[src/rtl/probe_uplink_sink.sv]
// probe_uplink_sink
// -----------------------------------------------------------------------------
// Root-end receiver of the 32-bit probe uplink tree. Owns the ACK side of the
// DATAUP/DATAVALID/DELAY/ACK handshake, buffers captured words in a small
// first-word-fallthrough FIFO and presents them on a valid/ready stream.
// Also reports uplink idle and keeps wrapping captured/dropped word counters.
//
// Ports:
//   UCLK        clock, all state updates on the rising edge
//   URST_N      asynchronous active-low reset
//   DATAUP      probe word offered by the uplink
//   DATAVALID   DATAUP holds a word offered for transfer
//   DELAY       some node below still holds or is sending probe data
//   ACK         sink accepts the offered word this cycle
//   EN          1 = capture into FIFO, 0 = accept and discard
//   OUT_DATA    head-of-FIFO word (0 while empty)
//   OUT_VALID   FIFO non-empty
//   OUT_READY   host consumes the head word
//   IDLE        uplink quiescent and FIFO empty
//   WORD_COUNT  words captured into the FIFO, modulo 2^16
//   DROP_COUNT  words discarded while EN = 0, modulo 2^16
// -----------------------------------------------------------------------------
module probe_uplink_sink #(
  parameter int DEPTH_LOG2 = 3
) (
  input  logic        UCLK,
  input  logic        URST_N,
  input  logic [31:0] DATAUP,
  input  logic        DATAVALID,
  input  logic        DELAY,
  output logic        ACK,
  input  logic        EN,
  output logic [31:0] OUT_DATA,
  output logic        OUT_VALID,
  input  logic        OUT_READY,
  output logic        IDLE,
  output logic [15:0] WORD_COUNT,
  output logic [15:0] DROP_COUNT
);

  localparam int DEPTH = 1 << DEPTH_LOG2;

  // count needs one extra bit so that "full" (count == DEPTH) is representable.
  logic [DEPTH_LOG2:0]   count_reg, count_next;
  logic [DEPTH_LOG2-1:0] wr_ptr_reg, wr_ptr_next;
  logic [DEPTH_LOG2-1:0] rd_ptr_reg, rd_ptr_next;
  logic [15:0]           word_count_reg, word_count_next;
  logic [15:0]           drop_count_reg, drop_count_next;
  logic [31:0]           mem [DEPTH];

  logic full;
  logic push;
  logic drop;
  logic pop;

  // Depth is a power of two, so the MSB of count alone marks "full".
  assign full = count_reg[DEPTH_LOG2];

  // ACK depends only on registered state, EN and reset: the upstream mux
  // derives its own ACK from ours, so no path from DATAVALID/OUT_READY.
  assign ACK = URST_N && (!EN || !full);

  assign push = DATAVALID && ACK && EN;
  assign drop = DATAVALID && ACK && !EN;
  assign pop  = OUT_VALID && OUT_READY;

  assign OUT_VALID  = (count_reg != '0);
  // Storage is not reset; masking keeps OUT_DATA at 0 whenever empty.
  assign OUT_DATA   = OUT_VALID ? mem[rd_ptr_reg] : 32'h0;
  assign IDLE       = !DELAY && !DATAVALID && (count_reg == '0);
  assign WORD_COUNT = word_count_reg;
  assign DROP_COUNT = drop_count_reg;

  always_comb begin
    count_next      = count_reg;
    wr_ptr_next     = wr_ptr_reg;
    rd_ptr_next     = rd_ptr_reg;
    word_count_next = word_count_reg;
    drop_count_next = drop_count_reg;

    if (push) begin
      wr_ptr_next     = wr_ptr_reg + 1'b1;
      word_count_next = word_count_reg + 16'd1;
    end
    if (drop) begin
      drop_count_next = drop_count_reg + 16'd1;
    end
    if (pop) begin
      rd_ptr_next = rd_ptr_reg + 1'b1;
    end

    // Simultaneous push and pop leaves the occupancy unchanged.
    case ({push, pop})
      2'b10:   count_next = count_reg + 1'b1;
      2'b01:   count_next = count_reg - 1'b1;
      default: count_next = count_reg;
    endcase
  end

  always_ff @(posedge UCLK or negedge URST_N) begin
    if (!URST_N) begin
      count_reg      <= '0;
      wr_ptr_reg     <= '0;
      rd_ptr_reg     <= '0;
      word_count_reg <= '0;
      drop_count_reg <= '0;
    end else begin
      count_reg      <= count_next;
      wr_ptr_reg     <= wr_ptr_next;
      rd_ptr_reg     <= rd_ptr_next;
      word_count_reg <= word_count_next;
      drop_count_reg <= drop_count_next;
    end
  end

  // Data storage carries no reset; contents are only observed while non-empty.
  always_ff @(posedge UCLK) begin
    if (push) begin
      mem[wr_ptr_reg] <= DATAUP;
    end
  end

endmodule

[config.mk]
export PLATFORM = sky130hd
export DESIGN_NAME = probe_uplink_sink
export DESIGN_NICKNAME = d
export VERILOG_FILES = /design/src/rtl/probe_uplink_sink.sv
export SDC_FILE = /design/constraint.sdc
export NUM_CORES = 1
export LEC_CHECK = 0
export ABC_AREA = 1
export CORE_ASPECT_RATIO = 0.5
export CORE_MARGIN = 4
export CORE_UTILIZATION = 60
export CTS_BUF_LIST = sky130_fd_sc_hd__clkbuf_8
export DETAILED_ROUTE_END_ITERATION = 10
export PLACE_DENSITY_LB_ADDON = 0.05
export SLEW_MARGIN = 25
export SYNTH_ARGS = -nofsm -noshare
export SYNTH_HDL_FRONTEND = slang
export SYNTH_SLANG_ARGS = --single-unit
[constraint.sdc]
create_clock -name UCLK -period 4.4 [get_ports UCLK]
set_clock_uncertainty 0.1 [all_clocks]
set_input_delay 0.88 -clock UCLK [delete_from_list [all_inputs] [get_ports UCLK]]
set_output_delay 0.88 -clock UCLK [all_outputs]
set_load 0.01 [all_outputs]
Yosys cells after proc, flatten, opt, wreduce, memory -nomap -nowiden. Memories as Yosys holds them, arrays and structs flattened. Cells that the tools add are included.

Multiplexer cells: 4. Equal/unequal tests: 2. $add $sub $neg: 6. Reductions and logical operators: 15.

Operators with widths (count): $add A16 B1 Y16 const B (2); $mux W32 (1); $pmux W4 S2 (1); $logic_and A1 B1 Y1 (7); $add A3 B1 Y3 const B (2); $add A4 B1 Y4 const B (1); $logic_not A1 Y1 (4); $logic_not A4 Y1 (1); $reduce_bool A4 Y1 (1); $sub A4 B1 Y4 const B (1); $eq A2 B1 Y1 const B (1); $eq A2 B2 Y1 const B (1); $mux W1 (2); $reduce_bool A2 Y1 (1); $logic_or A1 B1 Y1 (1).

Logic and storage cells: 33. Output and inout port bits: 67. Bits in writable memories: 256. Memories kept: 1. Register bits: 42.

Memory list: mem (words 8, width 32, read ports 1, clocked after memory_dff 0, wr ports 1, line 49) `logic [31:0] mem [DEPTH];`.

Logic depth before layout (Yosys ltp).
Depth after elaboration: 7. Gate-level depth with buffers: 13. Depth with buffers taken out: 13.

Least setup slack after synthesis. No wires, ideal clock.

Path kind: input to register. From: input DATAVALID. To: memory mem[4][0], enable pin. Arrival time: 3.556 ns. Buffers on the path: 0. Stages on the path: 3. Path slack: 0.283 ns. Library setup time: 0.461 ns. Required time: 3.839 ns. Cell sequence: nand4_2 or2_2 nor3_1.

Cells in the longest elaborated chain, start to end: 4.

RTL lines: start, declared (line 29) `input logic DATAVALID,`; $logic_and A1 B1 Y1 (2 in a row) (line 63) `assign push = DATAVALID && ACK && EN;`; $mux W1 (line 118) `if (push) begin`; $mux W1 (implied by the code) (line 119) `mem[wr_ptr_reg] <= DATAUP;`; end, declared (line 49).

Every way passes these cells.

Worst setup path after layout.
From: register rd_ptr_reg[1]. To: output OUT_DATA[3].

Cells in the longest elaborated chain, start to end: 2.

RTL lines: start, declared (line 46) `logic [DEPTH_LOG2-1:0] rd_ptr_reg, rd_ptr_next;`; start signal, assigned (line 110) `rd_ptr_reg <= rd_ptr_next;`; $mem_v2 Z8 W32; $mux W32 (line 69) `assign OUT_DATA = OUT_VALID ? mem[rd_ptr_reg] : 32'h0;`; end, declared (line 33) `output logic [31:0] OUT_DATA,`.

Every way passes these cells.

==> run summary <==
Status -> finished, final reports clean
Worst Hold Class -> input port to asynchronous set/reset pin
FF-to-FF Start -> count_reg[0]
WP data arrival -> 2.98 ns
Max Fanout on Critical Path -> 97
Post-synthesis net count -> 1086
Area after DPL -> 13600 um2
Die footprint -> 23000 um2
Sequential fraction of the synthesis area -> 71.0%
CP max-delay cell -> buf_4
CTS clk-pin slew, worst paths -> 0.07 ns
Clock buffer count from CTS -> 41
Routed WL per cell -> 17.9 um
Top cells by area, synth -> edfxtp_1, dfrtp_1, nor2_1, o21ai_0, nand2_1
Rows -> 36
Critical path, cell by cell -> buf_4 -> o21ai_0 -> o211ai_1 -> nand2_1 -> nor2_1 -> clkdlybuf4s50_1
Setup-failing EPs final -> 0
Clk sink count -> 298
Clk_lat worst skew -> 0.53 ns
IO Pins -> 105
Clock root cell -> clkbuf_8
Yosys warns -> 0
GRT Residual Overflow -> 0
Peak supply drop -> 0.306 mV
# resized after CTS -> 0
Post-Layout Inst Area -> 14400 um2
H-tree depth -> 2
Pre-antenna DRT Iters -> 6
Cell taking the most area after synthesis -> edfxtp_1
Critical Path RT -> 3.42 ns
Final cell utilization of the core -> 72.8%
CTS Hold Buffers Added -> 0
Routed vias -> 8193
Total GRT Usage -> 22.6%
Final-report hold violation count -> 0
Layout cells sized above 1 -> 7.86%
Core area -> 19800 um2
ANT cells -> 0
Min Hold Slack -> 0.128 ns
Leak -> 5.19 nW
F_max -> 253 MHz
Reg-to-reg endpoint -> count_reg[2]
Max-slew violations -> 0
Number of global-route vias before repair -> 7943
Max incr delay on CP -> 0.72 ns
Avg Inst Size Synth -> 11.8 um2
P per Cell Area -> 598 nW/um2
Post-layout minimum cycle time -> 3.96 ns
Routability cong. -> 0.802
Worst slew pin tran -> 0.943 ns
Max FFs per register -> 256
Final WL -> 25.9 mm
Post-Syn Instances -> 1041
Max Root-Sink Buffers -> 3
Post-synth EDFFs -> 256
Port Buffers -> 104
Largest net degree at the start of global routing -> 130
Final setup TNS -> 0 ns
Final WS setup -> 0.442 ns
Critical setup path kind -> flip-flop to output pin
Antenna-violating nets left -> 0
Largest register by flop count -> mem
Synth-to-Final Area Change -> 16.9%
Iter 0 DRT Violations -> 816
Critical path endpoint category -> output pin
Global-route wire length before repair -> 41.1 mm
Max-cap check violation count -> 0
Count leader, synth -> nor2_1
FFs w/ async S/R, synth -> 14.1%
Vias/cell -> 5.65
TritonCTS clock tree -> built
Die W -> 211 um
Mapped Area -> 12300 um2
Primary FF master, synth -> edfxtp_1
Initial antenna violation count -> 0
Worst setup SP type -> flip-flop
Chip Height -> 109 um
Starting Density -> 62.2%
#FFs+latches synth -> 298
Most frequent cells after synthesis -> nor2_1, edfxtp_1, o21ai_0
R2R setup slack -> 1.53 ns
RSZ-0062 raised after global routing -> false
Post-Place Setup Slack -> 1.02 ns
Reg2reg path depth -> 11
Post-synth top area share -> 62.5%
Period utilization -> 90.0%
Remaining DRCs -> 0
Nets -> 1198
Synth unique cells -> 31
Worst rel slew slack -> 37.1%
Setup bufs post-CTS -> 0
Hpwl dp -> 14.5 mm
-- cells by family (layout without fill, tap and decap cells) --
group / Yosys count / count (layout) / synth area share, %
compound gates: 202 / 202 / 9.19
flops: 298 / 298 / 71.0
buf+inv: 84 / 226 / 3.61
xor+xnor: 24 / 24 / 1.71
simple gates: 426 / 426 / 13.8
fa+ha+maj: 7 / 7 / 0.712
-- critical path: cells and delay by family (launching register included) --
kind,cells,cell delay [ns]
DFF,1,0.36
and+or+nand+nor,2,0.28
AOI/OAI and AO/OA,2,0.46
buffers and inverters,2,1.31
-- where the power goes --
group	switching (mW)	internal (mW)	total (mW)
Clock	0.983	1.07	2.05
Sequential	0.209	3.23	3.44
Combinational	1.81	1.30	3.11
-- worst max-delay path by stage --
| stage | start | slack (ns) | to | cells past startpoint |
|---|---|---|---|---|
| 2_1_floorplan | DATAVALID | 0.28 | mem[4][0] | 3 |
| 3_3_place_gp | rd_ptr_reg[1] | 1.06 | OUT_DATA[27] | 6 |
| 3_5_place_dp | rd_ptr_reg[1] | 1.02 | OUT_DATA[3] | 6 |
| 4_1_cts | rd_ptr_reg[1] | 0.45 | OUT_DATA[3] | 6 |
| 5_1_grt | rd_ptr_reg[1] | 0.24 | OUT_DATA[3] | 6 |
| 6_report | rd_ptr_reg[1] | 0.44 | OUT_DATA[3] | 6 |
-- cell usage in the layout, fill, tap and decap left out, types with 7 or more instances in the layout --
cell type / count
edfxtp_1: 256
nor2_1: 254
o21ai_0: 132
nand2_1: 130
clkdlybuf4s50_1: 103
clkbuf_8: 49
inv_1: 44
dfrtp_1: 39
o22ai_1: 32
o211ai_1: 32
nand3_1: 16
xnor2_1: 14
buf_4: 13
xor2_1: 10
ha_1: 7
-- routing by layer --
metal / track usage [%] / wire (um) / up-vias
li1: - / - / 3877
met1: 33.7 / 11800 / 3997
met2: 35.1 / 11900 / 288
met3: 4.89 / 2020 / 31
met4: 4.76 / 244 / 0
met5: 0 / 0 / -
-- cell type report --
cell class | count | area (um2)
clock buffers | 49 | 674
well taps | 266 | 333
multi-input cells | 659 | 3180
flip-flops and latches | 298 | 8750
fillers | 1349 | 5390
inverters | 32 | 121
repair buffers | 121 | 1210
clock inverters | 24 | 121
-- per-stage QoR --
stage | power [mW] | cells
after CTS | 8.66 | 1449
after detailed placement | 6.61 | 1376
after global placement | 6.55 | 1376
after floorplan | 5.39 | 1041
after global routing | 9.16 | 1449
final | 8.60 | 1449
Power figures use the tool's default switching activity.
